[config.mk]
export PLATFORM = sky130hd
export DESIGN_NAME = hawk_decomp_pgwr
export DESIGN_NICKNAME = d
export VERILOG_FILES = /design/src/rtl/hacd_pkg.sv /design/src/rtl/hawk_axi_wr_otrk.sv /design/src/rtl/hawk_decomp_pgwr.sv
export SDC_FILE = /design/constraint.sdc
export NUM_CORES = 1
export LEC_CHECK = 0
export BUFFER_PORTS_ARGS = -buffer_cell sky130_fd_sc_hd__buf_2
export CORE_AREA = 2 2 481 483
export DETAILED_ROUTE_END_ITERATION = 6
export DIE_AREA = 0 0 483 485
export GPL_TIMING_DRIVEN = 0
export PLACE_DENSITY_LB_ADDON = 0.15
export SYNTH_ARGS = -nofsm -noshare
export SYNTH_HDL_FRONTEND = slang
export SYNTH_SLANG_ARGS = --single-unit
[constraint.sdc]
create_clock -name clk_i -period 2.33 [get_ports clk_i]
set_clock_uncertainty 0.1 [all_clocks]
set_input_delay 0.233 -clock clk_i [delete_from_list [all_inputs] [get_ports clk_i]]
set_output_delay 0.233 -clock clk_i [all_outputs]
set_load 0.01 [all_outputs]
[src/rtl/hacd_pkg.sv]
// Shared widths, page-writer state encoding and progress record for the HACD decompressor path.
package hacd_pkg;

  localparam int HACD_AXI4_ADDR_WIDTH     = 64;
  localparam int HACD_AXI4_DATA_WIDTH     = 512;
  localparam int HACD_AXI4_RESP_WIDTH     = 2;
  localparam int HACD_PGWR_LINES_PER_PAGE = 64;

  typedef enum logic [2:0] {
    PGWR_IDLE,
    PGWR_ISSUE,
    PGWR_DRAIN,
    PGWR_DONE,
    PGWR_BUS_ERROR
  } pgwr_state_t;

  typedef struct packed {
    logic [6:0] lines;
    logic       aw_pend;
    logic       w_pend;
  } pgwr_dbg_t;

  // Byte offset of a 64 B line inside a 4 KB page; the result never exceeds bit 11.
  function automatic logic [11:0] line_offset(input logic [5:0] line);
    return {line, 6'b0};
  endfunction

endpackage

[src/rtl/hawk_axi_wr_otrk.sv]
// Outstanding AXI write tracker: up on AW handshake, down on B handshake, 1-cycle registered flags.
// Decrement saturates at zero so a response from an abandoned page cannot wrap the count.
module hawk_axi_wr_otrk #(
  parameter int MAX_OUTSTANDING = 4
) (
  input  logic clk_i,
  input  logic rst_ni,
  input  logic clr,
  input  logic inc,
  input  logic dec,
  output logic full,
  output logic empty
);

  localparam int CW = $clog2(MAX_OUTSTANDING + 1);

  logic [CW-1:0] cnt;
  logic          dec_ok;

  assign dec_ok = dec && (cnt != '0);

  always_ff @(posedge clk_i or negedge rst_ni) begin
    if (!rst_ni) begin
      cnt <= '0;
    end else if (clr) begin
      cnt <= '0;
    end else begin
      case ({inc, dec_ok})
        2'b10:   cnt <= cnt + CW'(1);
        2'b01:   cnt <= cnt - CW'(1);
        default: cnt <= cnt;
      endcase
    end
  end

  assign full  = (cnt == CW'(MAX_OUTSTANDING));
  assign empty = (cnt == '0);

endmodule

[src/rtl/hawk_decomp_pgwr.sv]
// Writes one decompressed 4 KB page as single-beat AXI writes; first AW 2 cycles after start, one line per pair.
// Stalls the line stream while an AW/W pair is pending or MAX_OUTSTANDING writes await B; HAWK_PGWR_ZERO_SKIP_EN skips all-zero lines.
module hawk_decomp_pgwr
  import hacd_pkg::*;
#(
  parameter int LINES_PER_PAGE  = HACD_PGWR_LINES_PER_PAGE,
  parameter int MAX_OUTSTANDING = 4
) (
  input  logic                              clk_i,
  input  logic                              rst_ni,
  input  logic                              pgwr_start,
  input  logic [HACD_AXI4_ADDR_WIDTH-1:0]   pgwr_dst_addr,
  input  logic                              pgwr_soft_rst,
  input  logic                              dline_valid,
  output logic                              dline_ready,
  input  logic [HACD_AXI4_DATA_WIDTH-1:0]   dline_data,
  output logic                              awvalid,
  input  logic                              awready,
  output logic [HACD_AXI4_ADDR_WIDTH-1:0]   awaddr,
  output logic [7:0]                        awlen,
  output logic                              wvalid,
  input  logic                              wready,
  output logic [HACD_AXI4_DATA_WIDTH-1:0]   wdata,
  output logic [HACD_AXI4_DATA_WIDTH/8-1:0] wstrb,
  output logic                              wlast,
  input  logic                              bvalid,
  output logic                              bready,
  input  logic [HACD_AXI4_RESP_WIDTH-1:0]   bresp,
  output logic                              pgwr_done,
  output logic                              pgwr_err,
  output logic                              pgwr_busy,
  output logic [6:0]                        pgwr_dbg_lines
`ifdef HAWK_PGWR_ZERO_SKIP_EN
  ,
  output logic [6:0]                        pgwr_zero_cnt
`endif
);

  localparam logic [HACD_AXI4_ADDR_WIDTH-1:0] PAGE_MASK = HACD_AXI4_ADDR_WIDTH'(12'hFFF);

  pgwr_state_t                     state, state_nxt;
  pgwr_dbg_t                       prog;
  logic [HACD_AXI4_ADDR_WIDTH-1:0] base_q, awaddr_q;
  logic [HACD_AXI4_DATA_WIDTH-1:0] wdata_q;
  logic                            err_q;
  logic                            otrk_full, otrk_empty;
  logic                            start_acc, line_acc, line_zero, pair_idle;
  logic                            aw_hs, w_hs, b_hs, b_err;

  assign pair_idle = !prog.aw_pend && !prog.w_pend;
  assign start_acc = (state == PGWR_IDLE) && pgwr_start && !pgwr_done;
  assign aw_hs     = awvalid && awready;
  assign w_hs      = wvalid && wready;
  assign b_hs      = bvalid && bready;
  assign b_err     = b_hs && (bresp != '0);
  assign line_acc  = dline_valid && dline_ready;

`ifdef HAWK_PGWR_ZERO_SKIP_EN
  assign line_zero = (dline_data == '0);
`else
  assign line_zero = 1'b0;
`endif

  assign dline_ready = (state == PGWR_ISSUE) && pair_idle && !otrk_full &&
                       (prog.lines < 7'(LINES_PER_PAGE));

  hawk_axi_wr_otrk #(
    .MAX_OUTSTANDING(MAX_OUTSTANDING)
  ) u_otrk (
    .clk_i (clk_i),
    .rst_ni(rst_ni),
    .clr   (pgwr_soft_rst || start_acc),
    .inc   (aw_hs),
    .dec   (b_hs),
    .full  (otrk_full),
    .empty (otrk_empty)
  );

  always_ff @(posedge clk_i or negedge rst_ni) begin
    if (!rst_ni) begin
      state <= PGWR_IDLE;
    end else begin
      state <= state_nxt;
    end
  end

  always_comb begin
    state_nxt = state;
    unique case (state)
      PGWR_IDLE:      if (start_acc) state_nxt = PGWR_ISSUE;
      PGWR_ISSUE: begin
        if (b_err) state_nxt = PGWR_BUS_ERROR;
        else if ((prog.lines == 7'(LINES_PER_PAGE)) && pair_idle) state_nxt = PGWR_DRAIN;
      end
      PGWR_DRAIN: begin
        if (b_err) state_nxt = PGWR_BUS_ERROR;
        else if (otrk_empty) state_nxt = PGWR_DONE;
      end
      PGWR_DONE:      state_nxt = PGWR_IDLE;
      PGWR_BUS_ERROR: state_nxt = PGWR_BUS_ERROR;
      default:        state_nxt = PGWR_IDLE;
    endcase
    if (pgwr_soft_rst) state_nxt = PGWR_IDLE;
  end

  always_ff @(posedge clk_i or negedge rst_ni) begin
    if (!rst_ni) begin
      prog     <= '0;
      base_q   <= '0;
      awaddr_q <= '0;
      wdata_q  <= '0;
      err_q    <= 1'b0;
`ifdef HAWK_PGWR_ZERO_SKIP_EN
      pgwr_zero_cnt <= '0;
`endif
    end else begin
      if (b_err) err_q <= 1'b1;
      if (pgwr_soft_rst) begin
        prog <= '0;
`ifdef HAWK_PGWR_ZERO_SKIP_EN
        pgwr_zero_cnt <= '0;
`endif
      end else if (start_acc) begin
        prog   <= '0;
        base_q <= pgwr_dst_addr & ~PAGE_MASK;
`ifdef HAWK_PGWR_ZERO_SKIP_EN
        pgwr_zero_cnt <= '0;
`endif
      end else begin
        if (aw_hs) prog.aw_pend <= 1'b0;
        if (w_hs)  prog.w_pend  <= 1'b0;
        if (line_acc) begin
          prog.lines <= prog.lines + 7'd1;
          if (line_zero) begin
`ifdef HAWK_PGWR_ZERO_SKIP_EN
            pgwr_zero_cnt <= pgwr_zero_cnt + 7'd1;
`endif
          end else begin
            // Offset is OR'd in: the base is page aligned, so no carry into the page number.
            prog.aw_pend <= 1'b1;
            prog.w_pend  <= 1'b1;
            awaddr_q     <= base_q | {{(HACD_AXI4_ADDR_WIDTH-12){1'b0}}, line_offset(prog.lines[5:0])};
            wdata_q      <= dline_data;
          end
        end
      end
    end
  end

  assign awvalid        = prog.aw_pend;
  assign wvalid         = prog.w_pend;
  assign awaddr         = awaddr_q;
  assign awlen          = 8'd0;
  assign wdata          = wdata_q;
  assign wstrb          = '1;
  assign wlast          = 1'b1;
  assign bready         = (state != PGWR_IDLE);
  assign pgwr_done      = (state == PGWR_DONE);
  assign pgwr_err       = err_q;
  assign pgwr_busy      = (state != PGWR_IDLE);
  assign pgwr_dbg_lines = prog.lines;

endmodule
# After elaboration in Yosys (flattened, before gate mapping)
# Index checks and enable logic that the tools add are counted.
totals:
  output_inout_bits: 663
  ram_bits: 0
  inputBits: 586
  reg_bits: 644
  word_cells: 71
  romBits: 0
  latchBits: 0
  n_memories: 0
op_classes:
  n_reduce_logical: 30
  eq_ne: 11
  shifts: 0
  bitwise: 3
  muxes: 14
  magnitude_cmp: 1
  div_mod_pow: 0
  n_mul: 0
  n_addsub: 3
op_table:
  columns: ["cell", "n"]
  rows:
  - ["$or A64 B12 Y64", 1]
  - ["$mux W9", 3]
  - ["$mux W3", 7]
  - ["$logic_and A1 B1 Y1", 13]
  - ["$pmux W3 S4", 1]
  - ["$reduce_bool A3 Y1", 4]
  - ["$reduce_bool A4 Y1", 2]
  - ["$add A7 B1 Y7 const B", 1]
  - ["$eq A7 B7 Y1 const B", 1]
  - ["$lt A7 B7 Y1 const B", 1]
  - ["$eq A3 B2 Y1 const B", 2]
  - ["$eq A3 B3 Y1 const B", 2]
  - ["$logic_not A3 Y1", 2]
  - ["$pmux W3 S2", 1]
  - ["$reduce_and A3 Y1", 2]
  - ["$logic_not A1 Y1", 4]
  - ["$ne A4 B3 Y1 const B", 1]
  - ["$ne A4 B4 Y1 const B", 1]
  - ["$add A3 B1 Y3 const B", 1]
  - ["$eq A3 B1 Y1 const B", 1]
  - ["$ne A3 B3 Y1 const B", 1]
  - ["$sub A3 B1 Y3 const B", 1]
  - ["$eq A2 B1 Y1 const B", 1]
  - ["$eq A2 B2 Y1 const B", 1]
  - ["5 further kinds", 7]

# Depth between registers and ports, before layout
logic_depth:
  ltp_word: 9
  depth_mapped: 9
  depth_no_buf: 8

# By module
# Synthesis repeated with hierarchy kept, for this count alone.
unflattened:
  cells_unflattened: 1511
  hier_area_um2: 24752.5
by_module_without_submodules:
  columns: ["mod", "cells_per_inst", "area_per_inst_um2", "seq_area_each_um2", "instances"]
  rows:
  - ["hawk_decomp_pgwr", 1482, 24477.2, 15890.2, 1]
  - ["hawk_axi_wr_otrk", 29, 275.3, 75.1, 1]

# Worst setup path before layout
# Ideal clock, no wire load.
synth_path:
  path_kind: "flip-flop to flip-flop"
  startpoint: "register state[1]"
  endpoint: "register u_otrk.cnt[2]"
  path_slack_ps: 212
  synth_period_minus_slack_ps: 2118
  path_stages_with_launch: 10
  required_time_ps: 2152
  n_path_buf: 1
  arrival_time_ps: 1940
  cell_sequence: "dfrtp_1 buf_2 nor3_4 nor3b_1 ha_1 inv_1 fa_1 xor2_1 or3_1 a21oi_1"
synth_between:
  elab_chain_len: 6
  elab_cells_between_ends: 14
  cone_classes: "eq/ne: 3; mux: 2; reduce/logical: 9"
synth_lines:
  columns: ["item", "line_no", "source"]
  rows:
  - ["start: declaration", "hawk_decomp_pgwr.sv:41", "pgwr_state_t state, state_nxt;"]
  - ["start signal: assignment", "hawk_decomp_pgwr.sv:83", "state <= state_nxt;"]
  - ["$reduce_bool A3 Y1", "hawk_decomp_pgwr.sv:157", "assign bready = (state != PGWR_IDLE);"]
  - ["$logic_and A1 B1 Y1", "hawk_decomp_pgwr.sv:54", "assign b_hs = bvalid && bready;"]
  - ["$logic_and A1 B1 Y1", "hawk_axi_wr_otrk.sv:20", "assign dec_ok = dec && (cnt != '0);"]
  - ["$eq A2 B1 Y1 or $eq A2 B2 Y1 (tied branches)", "hawk_axi_wr_otrk.sv:28", "case ({inc, dec_ok})"]
  - ["$pmux W3 S2", "hawk_axi_wr_otrk.sv:28", null]
  - ["$mux W3", "hawk_axi_wr_otrk.sv:25", "end else if (clr) begin"]
  - ["end signal: assignment", "hawk_axi_wr_otrk.sv:29", "2'b10: cnt <= cnt + CW'(1);"]
  - ["end signal: assignment", "hawk_axi_wr_otrk.sv:30", "2'b01: cnt <= cnt - CW'(1);"]
  - ["end signal: assignment", "hawk_axi_wr_otrk.sv:31", "default: cnt <= cnt;"]
  - ["end: declaration", "hawk_axi_wr_otrk.sv:17", "logic [CW-1:0] cnt;"]
# Several ways; a longest one is shown, not always the timed one.
# A chain may end at the register's enable or synchronous reset.

# Worst setup path in the final report
layout_path:
  startpoint: "register state[2]"
  endpoint: "output dline_ready"
layout_between:
  elab_chain_len: 4
layout_lines:
  columns: ["item", "line_no", "source"]
  rows:
  - ["$eq A3 B1 Y1", "hawk_decomp_pgwr.sv:64", "assign dline_ready = (state == PGWR_ISSUE) && pair_idle && !otrk_full &&"]
  - ["$logic_and A1 B1 Y1 (3 in series)", "hawk_decomp_pgwr.sv:64", null]
  - ["end: declaration", "hawk_decomp_pgwr.sv:15", "output logic dline_ready,"]
# No other way between the ends.

==> impl_metrics.env <==
export IMPL_hold_slack_ps=-61.1
export IMPL_synth_edf_count=0
export IMPL_stdcell_area_mm2=0.0480
export IMPL_maxCapViolations=0
export IMPL_die_width_um=483
export IMPL_boundaryPins=1249
export IMPL_htreeDepth=3
export IMPL_crit_required_ps=2000
export IMPL_grt_start_max_net_pins=97
export IMPL_initialDrtViolationCount=607
export IMPL_dpl_worst_slack_ps=-520
export IMPL_setup_ws_ps=-160
export IMPL_instances_no_fill=6611
export IMPL_max_fo_critical_path=3
export IMPL_clock_sink_count=638
export IMPL_cts_clk_slew_worst_paths_ps=60
export IMPL_synth_ff_latch_count=638
export IMPL_grt_setup_unrepaired="yes"
export IMPL_slew_violations=0
export IMPL_avgViaCountPerCell=3.07
export IMPL_cts_inserted_buffers=90
export IMPL_min_path_type="in2async"
export IMPL_n_fill_cell=25000
export IMPL_global_route_wire_length_before_repair_um=195000
export IMPL_pleak_nw=22.3
export IMPL_violations="hold timing, setup timing"
export IMPL_grt_ovfl_total=0
export IMPL_fp_dieH_um=485
export IMPL_fp_dieArea_mm2=0.234
export IMPL_ctsLongestPathBuffers=3
export IMPL_postRouteWirelength_um=145000
export IMPL_initial_core_util=0.113
export IMPL_inst_count_dp=5759
export IMPL_synthToLayoutAreaGrowth_pct=85.4
export IMPL_timing_final_setup_violations=258
export IMPL_fin_crit_ps=2490
export IMPL_nets=4093
export IMPL_port_buffers=1157
export IMPL_cts_hold_repair_buffers=573
export IMPL_critical_path_arrival_ps=2160
export IMPL_worst_skew_pair_later_pin_latency_ps=710
export IMPL_detail_route_antenna_nets=0
export IMPL_hpwlAfterDp_um=110000
export IMPL_drive_above_1_share=0.602
export IMPL_rows=176
export IMPL_cts_root_buffer="clkbuf_16"
export IMPL_crit_path_start_kind="flop"
export IMPL_grt_pass1_vias=22600
export IMPL_fin_setup_tns_ps=-10780
export IMPL_gr_usage_all_layers=0.119
export IMPL_number_of_antenna_violations_at_the_first_check_in_global_routing=32
export IMPL_maxClockFrequency_mhz=402
export IMPL_gp_congestion=0.800
export IMPL_crit_path_end_kind="output pin"
export IMPL_cts_tree="done"
export IMPL_ys_warnings_count=0
export IMPL_core_area_mm2=0.229
export IMPL_outcome="complete, but fails checks"
export IMPL_synth_unique_cells=45
export IMPL_power_density_cell_area_mw_per_mm2=1130
export IMPL_combined_area_of_all_synthesized_cells_mm2=0.0259
export IMPL_finalHoldViolations=20
export IMPL_syn_instance_count=1492
export IMPL_tightest_slew_ps=650
export IMPL_dr_total_vias=20300
export IMPL_placement_cell_area_mm2=0.0360
export IMPL_ys_seq_area_frac=0.617
export IMPL_drt_pre_antenna_iters=4
export IMPL_worst_ir_drop_vdd_mv=0.503
export IMPL_synth_async_reset_ratio=1.00
export IMPL_finalPower_mw=54.4
export IMPL_slew_headroom=0.567
export IMPL_fin_crit_sh=1.07
export IMPL_critPathKind="reg2out"
export IMPL_synth_flop_cell="dfrtp_1"
export IMPL_detail_route_wl_per_cell_um=21.9
export IMPL_drc_errors=0
export IMPL_syn_avg_cell_area_um2=17.3
## kinds of logic after synthesis
logic type | after synthesis | synth area share
adders and majority gates | 4 | 0.00222
and+or+nand+nor | 39 | 0.00996
DFF | 638 | 0.617
muxes | 623 | 0.315
AOI/OAI and AO/OA | 20 | 0.00483
xor gates and xnor gates | 5 | 0.00169
buffers and inverters | 161 | 0.0496
other | 2 | 0.000290
## placed cells by master, fill, tap and decap left out, types with 12 or more instances in the layout
cell	n
clkinv_2	12
mux2_2	167
buf_12	79
buf_2	1157
buf_16	36
mux2_1	47
dlygate4sd3_1	573
clkbuf_16	116
conb_1	79
mux2_4	408
dfrtp_1	634
clkbuf_1	27
clkbuf_8	20
buf_4	102
## sequential cells by signal (all words and copies together), names as in the netlist
signal / cells
wdata: 512
awaddr: 58
base_q: 52
pgwr_dbg_lines: 7
state: 3
u_otrk.cnt: 3
awvalid: 1
pgwr_err: 1
wvalid: 1
## power by group
group | leakage, nW | internal, mW | total [mW] | switching [mW]
Clock | 1.47 | 8.32 | 14.2 | 5.86
Combinational | 13.1 | 10.8 | 20.9 | 10.1
Sequential | 7.68 | 16.3 | 19.3 | 3.01
Total | 22.3 | 35.4 | 54.4 | 19.0
## layer usage
layer  vias up  track usage  share of wire
li1       9161            -              -
met1     10100        0.137           0.40
met2       887        0.191           0.46
met3       185       0.0595           0.11
met4        14       0.0409          0.035
met5         -            0        0.00059
## Yosys cell counts (all sizes together), types with 2 or more instances
cell | instances | area, µm²
or3 | 4 | 25.0
conb | 2 | 7.51
a21o | 2 | 16.3
nand2 | 5 | 18.8
nor4 | 2 | 12.5
ha | 3 | 37.5
nand3 | 5 | 30.0
dfrtp | 638 | 16000
o21ai | 4 | 20.0
inv | 9 | 33.8
clkbuf | 3 | 11.3
xor2 | 4 | 35.0
nor3b | 2 | 26.3
buf | 149 | 1240
a21oi | 8 | 40.0
mux2 | 622 | 8130
nor2 | 8 | 37.5
nor3 | 3 | 26.3
nand2b | 3 | 18.8
## worst max-delay path: stages (launching register included)
cell and delay (ps):
dfrtp_2 420, nor3b_4 310, buf_6 160, nand2_4 50, nor4_4 310, buf_6 190
## final cells by class
class / count / area, µm² / area share
clock inverters: 28 / 363 / 0.00756
flip-flops and latches: 638 / 16000 / 0.333
clock buffers: 136 / 2650 / 0.0551
multi-input cells: 770 / 9410 / 0.196
inverters: 9 / 33.8 / 0.000704
diodes: 10 / 25.0 / 0.000521
repair buffers: 1860 / 14100 / 0.295
plain buffers: 134 / 1620 / 0.0338
well taps: 3026 / 3790 / 0.0789
## worst paths after layout
| path | startpoint | end | slack [ps] | cells past startpoint |
|---|---|---|---|---|
| max | state[2] | dline_ready | -160 | 5 |
| min | rst_ni | wdata[353] | -60 | 2 |
| max reg2reg | state[2] | wdata[159] | -140 | 11 |
| min reg2reg | pgwr_err | pgwr_err | 360 | 1 |
| max in group asynchronous | rst_ni | wdata[240] | 300 | 5 |
| min in group clk_i | dline_data[34] | wdata[34] | 170 | 3 |
## through the flow
stage	hold WS, ps	util
6_report	-61.1	0.210
5_1_grt	-94.0	0.210
4_1_cts	-104	0.206
3_5_place_dp	142	0.157
3_3_place_gp	341	0.156
2_1_floorplan	-163	-
## repair_timing
item                                    CTS  global route
cloned                                   35            25
pin swaps                                 3             7
gates resized for setup                 210           198
setup buffers                            55            26
hold endpoints to repair                863            63
endpoints found under the setup margin  622           664
Power figures use the tool's default switching activity.
